### src/rtl/sec_tick_monitor_if.sv
`default_nettype none
// -----------------------------------------------------------------------------
// sec_tick_monitor_if : tick input and measurement/status bundle of the monitor
// Rev 1.0
// -----------------------------------------------------------------------------
interface sec_tick_monitor_if #(
  parameter int CNT_W = 28
);
  logic             i_tick;
  logic             o_rise;
  logic             o_meas_vld;
  logic [CNT_W-1:0] o_period;
  logic [CNT_W-1:0] o_high;
  logic             o_locked;
  logic             o_fault;
  logic [7:0]       o_err_cnt;
  logic [5:0]       o_sec_cnt;

  modport slave (
    input  i_tick,
    output o_rise, o_meas_vld, o_period, o_high,
    output o_locked, o_fault, o_err_cnt, o_sec_cnt
  );

  modport master (
    output i_tick,
    input  o_rise, o_meas_vld, o_period, o_high,
    input  o_locked, o_fault, o_err_cnt, o_sec_cnt
  );
endinterface
`default_nettype wire

### src/rtl/sec_tick_monitor.sv
`default_nettype none
// -----------------------------------------------------------------------------
// sec_tick_monitor : checks a ~1 Hz 50/50 tick (period, duty, timeout) and counts seconds
// Build option TICK_MON_DEGLITCH_EN adds a 4-cycle input stability filter. Rev 1.0
// -----------------------------------------------------------------------------
module sec_tick_monitor #(
  parameter int CLK_FREQ   = 96000000,
  parameter int TOL_CYCLES = CLK_FREQ / 1000,
  parameter int CNT_W      = 28
) (
  input wire                i_clk,
  input wire                i_rst,
  sec_tick_monitor_if.slave mon
);

  localparam logic [CNT_W-1:0]        c_sat    = CNT_W'(2 * CLK_FREQ);
  localparam logic [CNT_W-1:0]        c_one    = CNT_W'(1);
  localparam logic signed [CNT_W+1:0] c_freq_s = (CNT_W+2)'(CLK_FREQ);
  localparam logic signed [CNT_W+1:0] c_tol_s  = (CNT_W+2)'(TOL_CYCLES);
  localparam logic signed [CNT_W+1:0] c_tol2_s = (CNT_W+2)'(2 * TOL_CYCLES);

  typedef enum logic [1:0] {
    ST_IDLE   = 2'd0,
    ST_ARM    = 2'd1,
    ST_LOCKED = 2'd2,
    ST_FAULT  = 2'd3
  } state_t;

  state_t state_q, state_d;

  logic s1_q, s2_q, s3_q;
  logic lvl;
  logic rise_det;

  logic [CNT_W-1:0] per_cnt_q, per_cnt_d;
  logic [CNT_W-1:0] hi_cnt_q, hi_cnt_d;
  logic [CNT_W-1:0] period_q, period_d;
  logic [CNT_W-1:0] high_q, high_d;
  logic             rise_q;
  logic             meas_vld_q, meas_vld_d;
  logic             tmo_pend_q, tmo_pend_d;
  logic [7:0]       err_cnt_q, err_cnt_d;
  logic [5:0]       sec_cnt_q, sec_cnt_d;

  logic timeout;
  logic meas_good;
  logic publish;
  logic err_inc;
  logic sec_inc;

  logic signed [CNT_W+1:0] per_s, hi2_s, per_dev, duty_dev, per_abs, duty_abs;

  always_ff @(posedge i_clk or posedge i_rst) begin
    if (i_rst) begin
      s1_q <= 1'b0;
      s2_q <= 1'b0;
      s3_q <= 1'b0;
    end else begin
      s1_q <= mon.i_tick;
      s2_q <= s1_q;
      s3_q <= lvl;
    end
  end

`ifdef TICK_MON_DEGLITCH_EN
  // Level follows s2 only after four consecutive samples disagree with it.
  logic       filt_q, filt_d;
  logic [1:0] stab_q, stab_d;

  always_comb begin
    filt_d = filt_q;
    stab_d = 2'd0;
    if (s2_q != filt_q) begin
      if (stab_q == 2'd3) filt_d = s2_q;
      else                stab_d = stab_q + 2'd1;
    end
  end

  always_ff @(posedge i_clk or posedge i_rst) begin
    if (i_rst) begin
      filt_q <= 1'b0;
      stab_q <= 2'd0;
    end else begin
      filt_q <= filt_d;
      stab_q <= stab_d;
    end
  end

  assign lvl = filt_q;
`else
  assign lvl = s2_q;
`endif

  assign rise_det = lvl & ~s3_q;

  // Measurement counters restart at 1 so the rise cycle itself is counted.
  always_comb begin
    per_cnt_d = per_cnt_q;
    hi_cnt_d  = hi_cnt_q;
    if (rise_det) begin
      per_cnt_d = c_one;
      hi_cnt_d  = c_one;
    end else begin
      if (per_cnt_q != c_sat)        per_cnt_d = per_cnt_q + c_one;
      if (lvl && (hi_cnt_q != c_sat)) hi_cnt_d  = hi_cnt_q + c_one;
    end
  end

  always_comb begin
    per_s    = $signed({2'b00, per_cnt_q});
    hi2_s    = $signed({1'b0, hi_cnt_q, 1'b0});
    per_dev  = per_s - c_freq_s;
    duty_dev = hi2_s - per_s;
    per_abs  = per_dev[CNT_W+1]  ? -per_dev  : per_dev;
    duty_abs = duty_dev[CNT_W+1] ? -duty_dev : duty_dev;
  end

  assign meas_good = (per_abs <= c_tol_s) && (duty_abs <= c_tol2_s);
  assign timeout   = ((state_q == ST_ARM) || (state_q == ST_LOCKED)) && (per_cnt_q == c_sat);

  always_ff @(posedge i_clk or posedge i_rst) begin
    if (i_rst) state_q <= ST_IDLE;
    else       state_q <= state_d;
  end

  // After a timeout the next rise only re-arms: the period it closes is undefined.
  always_comb begin
    state_d    = state_q;
    tmo_pend_d = tmo_pend_q;
    publish    = 1'b0;
    err_inc    = 1'b0;
    sec_inc    = 1'b0;
    if (timeout) begin
      state_d    = ST_FAULT;
      tmo_pend_d = 1'b1;
      err_inc    = 1'b1;
    end else if (rise_det) begin
      case (state_q)
        ST_IDLE: state_d = ST_ARM;
        default: begin
          if (tmo_pend_q) begin
            state_d    = ST_ARM;
            tmo_pend_d = 1'b0;
          end else begin
            publish = 1'b1;
            if (meas_good) begin
              state_d = ST_LOCKED;
              sec_inc = 1'b1;
            end else begin
              state_d = ST_FAULT;
              err_inc = 1'b1;
            end
          end
        end
      endcase
    end
  end

  always_comb begin
    period_d   = period_q;
    high_d     = high_q;
    meas_vld_d = publish;
    if (publish) begin
      period_d = per_cnt_q;
      high_d   = hi_cnt_q;
    end
    err_cnt_d = err_cnt_q;
    if (err_inc && (err_cnt_q != 8'hFF)) err_cnt_d = err_cnt_q + 8'd1;
    sec_cnt_d = sec_cnt_q;
    if (sec_inc) sec_cnt_d = (sec_cnt_q == 6'd59) ? 6'd0 : sec_cnt_q + 6'd1;
  end

  always_ff @(posedge i_clk or posedge i_rst) begin
    if (i_rst) begin
      per_cnt_q  <= '0;
      hi_cnt_q   <= '0;
      period_q   <= '0;
      high_q     <= '0;
      rise_q     <= 1'b0;
      meas_vld_q <= 1'b0;
      tmo_pend_q <= 1'b0;
      err_cnt_q  <= 8'd0;
      sec_cnt_q  <= 6'd0;
    end else begin
      per_cnt_q  <= per_cnt_d;
      hi_cnt_q   <= hi_cnt_d;
      period_q   <= period_d;
      high_q     <= high_d;
      rise_q     <= rise_det;
      meas_vld_q <= meas_vld_d;
      tmo_pend_q <= tmo_pend_d;
      err_cnt_q  <= err_cnt_d;
      sec_cnt_q  <= sec_cnt_d;
    end
  end

  assign mon.o_rise     = rise_q;
  assign mon.o_meas_vld = meas_vld_q;
  assign mon.o_period   = period_q;
  assign mon.o_high     = high_q;
  assign mon.o_locked   = (state_q == ST_LOCKED);
  assign mon.o_fault    = (state_q == ST_FAULT);
  assign mon.o_err_cnt  = err_cnt_q;
  assign mon.o_sec_cnt  = sec_cnt_q;

endmodule
`default_nettype wire

### src/flat_wrapper.sv
// flat-port wrapper written by rule: the top's interface ports become plain ports
module sec_tick_monitor_flat 
#(
  parameter int CLK_FREQ   = 96000000,
  parameter int TOL_CYCLES = CLK_FREQ / 1000,
  parameter int CNT_W      = 28
)
  (i_clk, i_rst, mon_i_tick, mon_o_rise, mon_o_meas_vld, mon_o_period, mon_o_high, mon_o_locked, mon_o_fault, mon_o_err_cnt, mon_o_sec_cnt);
  sec_tick_monitor_if #(.CNT_W(CNT_W)) mon_i ();
  input wire i_clk;
  input wire i_rst;
  input wire logic [$bits(mon_i.i_tick)-1:0] mon_i_tick;
  output wire logic [$bits(mon_i.o_rise)-1:0] mon_o_rise;
  output wire logic [$bits(mon_i.o_meas_vld)-1:0] mon_o_meas_vld;
  output wire logic [$bits(mon_i.o_period)-1:0] mon_o_period;
  output wire logic [$bits(mon_i.o_high)-1:0] mon_o_high;
  output wire logic [$bits(mon_i.o_locked)-1:0] mon_o_locked;
  output wire logic [$bits(mon_i.o_fault)-1:0] mon_o_fault;
  output wire logic [$bits(mon_i.o_err_cnt)-1:0] mon_o_err_cnt;
  output wire logic [$bits(mon_i.o_sec_cnt)-1:0] mon_o_sec_cnt;
  assign mon_i.i_tick = mon_i_tick;
  assign mon_o_rise = mon_i.o_rise;
  assign mon_o_meas_vld = mon_i.o_meas_vld;
  assign mon_o_period = mon_i.o_period;
  assign mon_o_high = mon_i.o_high;
  assign mon_o_locked = mon_i.o_locked;
  assign mon_o_fault = mon_i.o_fault;
  assign mon_o_err_cnt = mon_i.o_err_cnt;
  assign mon_o_sec_cnt = mon_i.o_sec_cnt;
  sec_tick_monitor #(.CLK_FREQ(CLK_FREQ), .TOL_CYCLES(TOL_CYCLES), .CNT_W(CNT_W)) u_core (.i_clk(i_clk), .i_rst(i_rst), .mon(mon_i));
endmodule
### config.mk
export PLATFORM = sky130hd
export DESIGN_NAME = sec_tick_monitor_flat
export DESIGN_NICKNAME = d
export VERILOG_FILES = /design/src/rtl/sec_tick_monitor_if.sv /design/src/rtl/sec_tick_monitor.sv /design/src/flat_wrapper.sv
export SDC_FILE = /design/constraint.sdc
export NUM_CORES = 1
export LEC_CHECK = 0
export ABC_AREA = 1
export BUFFER_PORTS_ARGS = -buffer_cell sky130_fd_sc_hd__buf_2
export CAP_MARGIN = 25
export CORE_ASPECT_RATIO = 1.75
export CORE_MARGIN = 4
export CORE_UTILIZATION = 62
export CTS_CLUSTER_DIAMETER = 100
export DETAILED_ROUTE_END_ITERATION = 8
export GPL_ROUTABILITY_DRIVEN = 0
export PLACE_DENSITY = 0.81
export SYNTH_ARGS = -nofsm -noshare
export SYNTH_HDL_FRONTEND = slang
export SYNTH_SLANG_ARGS = --single-unit
### constraint.sdc
create_clock -name i_clk -period 5.8 [get_ports i_clk]
set_clock_uncertainty 0.05 [all_clocks]
set_input_delay 0.58 -clock i_clk [delete_from_list [all_inputs] [get_ports i_clk]]
set_output_delay 0.58 -clock i_clk [all_outputs]
set_load 0.05 [all_outputs]
==> impl_metrics.tcl <==
set metrics [dict create \
    status "completed" \
    num_rows 65 \
    start_util 0.630 \
    finalMaxSlewViolations 0 \
    fmax_ghz 0.210 \
    first_pass_iters 6 \
    final_cell_mix "nand2_1 (628), inv_1 (233), nor2_1 (202), nand3_1 (148), dfrtp_1 (134)" \
    hold_viol 0 \
    drtIter0Drc 1018 \
    maxCapViolations 0 \
    dp_hpwl_microns 28600 \
    crit_family "simple AND/OR/NAND/NOR gates" \
    layout_commonest_cell "nand2_1" \
    seq_power_share 0.220 \
    cp_num_buf_inv 3 \
    leakagePower_nw 6.83 \
    cts_setup_buffers 0 \
    synth-seq-cells 134 \
    worstPathArrival_ns 5.08 \
    clk_latency_ns 0.43 \
    wire_per_inst_microns 17.3 \
    grt_overflow 0 \
    final_util 0.694 \
    ctsHoldBuffers 0 \
    final-seq-area_sq_um 3350 \
    start_kind "register" \
    r2r_slack_ns 1.03 \
    rsz0062_at_grt "false" \
    cp-end-kind "register" \
    vias 12624 \
    wl_microns 37300 \
    p_sw_mw 2.29 \
    n_fill_cell 1645 \
    clock-root-buffer "clkbuf_16" \
    min_path_type "primary input to register" \
    clkTransAtPathRegs_ns 0.06 \
    clockBufferDepth 2 \
    cp_slowest_stage_delay_ns 0.61 \
    area_growth_pct 10.2 \
    h-tree-depth 4 \
    rr_startpoint "u_core.per_cnt_q[19]$_DFFE_PP0P_" \
    die_w_microns 110 \
    viasPerCell 5.86 \
    async_flop_share 1.00 \
    rr_worst_depth 23 \
    cp_common_cell "nand2_1" \
    ir_worst_vdd_mv 0.327 \
    die_h_microns 187 \
    finalCriticalPeriod_ns 4.77 \
    n_antenna_cell 0 \
    crit_end "u_core.mon.o_sec_cnt[3]$_DFFE_PP0P_" \
    p_sw_frac 0.482 \
    total_power_mw 4.74 \
    cts.sinks 134 \
    die-area_sq_um 20700 \
    ys.flop_type "dfrtp_1" \
    coreArea_sq_um 18100 \
    cts_buffers 17 \
    critPathMaxFanout 40 \
    reg2reg_to "u_core.mon.o_sec_cnt[3]$_DFFE_PP0P_" \
    synth_edf_count 0 \
    path_class "register to register" \
    first_global_vias 12224 \
    cp.depth 23 \
    drc 0 \
    crit_start "u_core.per_cnt_q[19]$_DFFE_PP0P_" \
    p_comb_frac 0.531 \
    synth_area_sq_um 11400 \
    synth.distinct_cells 53 \
    slowest_stage "dfrtp_1" \
    p_clk_frac 0.249 \
    grt_pass1_wl_microns 60600 \
    grt_max_degree 85 \
    cts_tree "done" \
    worstMarginPinSlew_ns 0.742 \
    cts_resized 0 \
    relSlewSlack 0.501 \
    crit_chain "inv_1 -> ha_1 -> nand2_1 -> nor2_1 -> inv_1 -> nor2_1 -> and2_1 -> nand2_2 -> nand3_4 -> inv_2 -> nand2_1 -> nand2_1 -> nand2_1 -> nand2_1 -> a21oi_1 -> nand3_1 -> nor2_1 -> a21oi_2 -> nor2_2 -> nand3_1 -> nor2_2 -> nand3_1 -> nand2_1" \
    port_buffers 76 \
    netlist_instances 1844 \
    syn_nets 1888 \
    post-route-cell-area_sq_um 12500 \
    ys_warn_count 0 \
    dpl_cell_area_sq_um 11900 \
    pin_count 77 \
    min_period_over_period 0.822 \
    ys_seq_area_frac 0.295 \
    tns_ns 0 \
    multi_input_area_sq_um 6900 \
    drive_above_1_share 0.0968 \
    p_per_area_nw_per_um2 378 \
    p_int_mw 2.46 \
    setup_viol 0 \
    track_usage 0.376 \
    antenna_found_initial 0 \
    critical_path_required_ns 6.11 \
    fin_nets 1953 \
    avgSynthCellArea_sq_um 6.17 \
    ant_nets 0 \
]
[how the worst min path moves through the flow]
stage / from / end / slack, ns / depth (start not counted)
after global placement: u_core.s1_q$_DFF_PP0_ / u_core.lvl$_DFF_PP0_ / 0.28 / 0
after CTS: mon_i_tick / u_core.s1_q$_DFF_PP0_ / 0.22 / 1
after floorplan: u_core.s1_q$_DFF_PP0_ / u_core.lvl$_DFF_PP0_ / 0.28 / 0
after global routing: mon_i_tick / u_core.s1_q$_DFF_PP0_ / 0.22 / 1
after detailed placement: u_core.s1_q$_DFF_PP0_ / u_core.lvl$_DFF_PP0_ / 0.32 / 0
final: mon_i_tick / u_core.s1_q$_DFF_PP0_ / 0.22 / 1
[kinds of logic after synthesis]
kind of cell	after synthesis	share of synthesized area
fa+ha+maj	41	0.0458
simple gates	1155	0.441
compound gates	196	0.0931
flops	134	0.295
buf+inv	285	0.0995
xor+xnor	33	0.0261
[flip-flops by register name (all words and copies together) (netlist names), 2 cells and up]
name                  count
u_core.state_q            2
u_core.hi_cnt_q          28
u_core.mon.o_high        28
u_core.mon.o_period      28
u_core.mon.o_sec_cnt      6
u_core.per_cnt_q         28
u_core.mon.o_err_cnt      8
[final cells by class]
class                   count  share of cell area
multi-input cells        1425               0.550
clock inverters            12              0.0152
inverters                 251              0.0757
well taps                 234              0.0234
clock buffers              19              0.0353
repair buffers             80              0.0327
flip-flops and latches    134               0.267
[layer usage]
layer	vias to the layer above	share of wire	track usage
met4	0	0.11	0.323
met2	562	0.49	0.630
met5	-	0	0
met1	5755	0.33	0.373
met3	255	0.071	0.0974
li1	6052	-	-
[worst reg2reg max path: cells and delay by family (launching register included)]
family | cells | cell delay [ns]
adders and majority gates | 1 | 0.45
AOI/OAI and AO/OA | 2 | 0.26
and+or+nand+nor | 17 | 2.73
buffers and inverters | 3 | 0.63
DFF | 1 | 0.61
[metrics by stage]
stage / hold slack [ns] / setup slack [ns] / instances
2_1_floorplan: 0.281 / 1.59 / 1844
3_3_place_gp: 0.284 / 1.41 / 2124
3_5_place_dp: 0.316 / 1.36 / 2124
4_1_cts: 0.216 / 1.28 / 2155
5_1_grt: 0.219 / 0.656 / 2155
6_report: 0.222 / 1.03 / 2155
[synth_stat cells (3+ instances only)]
| master | instances | share of area |
|---|---|---|
| buf_6 | 6 | 0.0059 |
| dfrtp_1 | 134 | 0.29 |
| inv_2 | 10 | 0.0033 |
| o211ai_1 | 3 | 0.0020 |
| xor2_1 | 23 | 0.018 |
| nor4_1 | 18 | 0.0099 |
| nand2_2 | 22 | 0.012 |
| a21oi_1 | 64 | 0.028 |
| o21ai_1 | 5 | 0.0022 |
| ha_1 | 40 | 0.044 |
| or2_2 | 3 | 0.0017 |
| inv_1 | 234 | 0.077 |
| a31oi_1 | 6 | 0.0033 |
| o21ai_0 | 97 | 0.043 |
| nand2_1 | 628 | 0.21 |
| o21a_1 | 4 | 0.0026 |
| nand3b_1 | 10 | 0.0066 |
| nor2_1 | 203 | 0.067 |
| nand4_1 | 43 | 0.024 |
| xnor2_1 | 9 | 0.0069 |
| nor3_1 | 42 | 0.018 |
| nor3_2 | 4 | 0.0035 |
| clkinv_1 | 6 | 0.0020 |
| and2_1 | 3 | 0.0017 |
| nand3_2 | 5 | 0.0044 |
| nor2_2 | 16 | 0.0088 |
| a21oi_2 | 4 | 0.0031 |
| clkbuf_1 | 19 | 0.0063 |
| a211oi_1 | 3 | 0.0020 |
| buf_2 | 8 | 0.0035 |
| nand3_1 | 148 | 0.065 |
[power by group through the flow]
stage          Sequential [mW]  Clock (mW)  Combinational, mW
2_1_floorplan             1.15           0               1.83
3_3_place_gp              1.06           0               2.39
3_5_place_dp              1.06           0               2.45
4_1_cts                   1.04        1.18               2.45
5_1_grt                   1.05        1.23               2.84
6_report                  1.04        1.18               2.52
No activity file was read; power rests on OpenSTA's default activity.
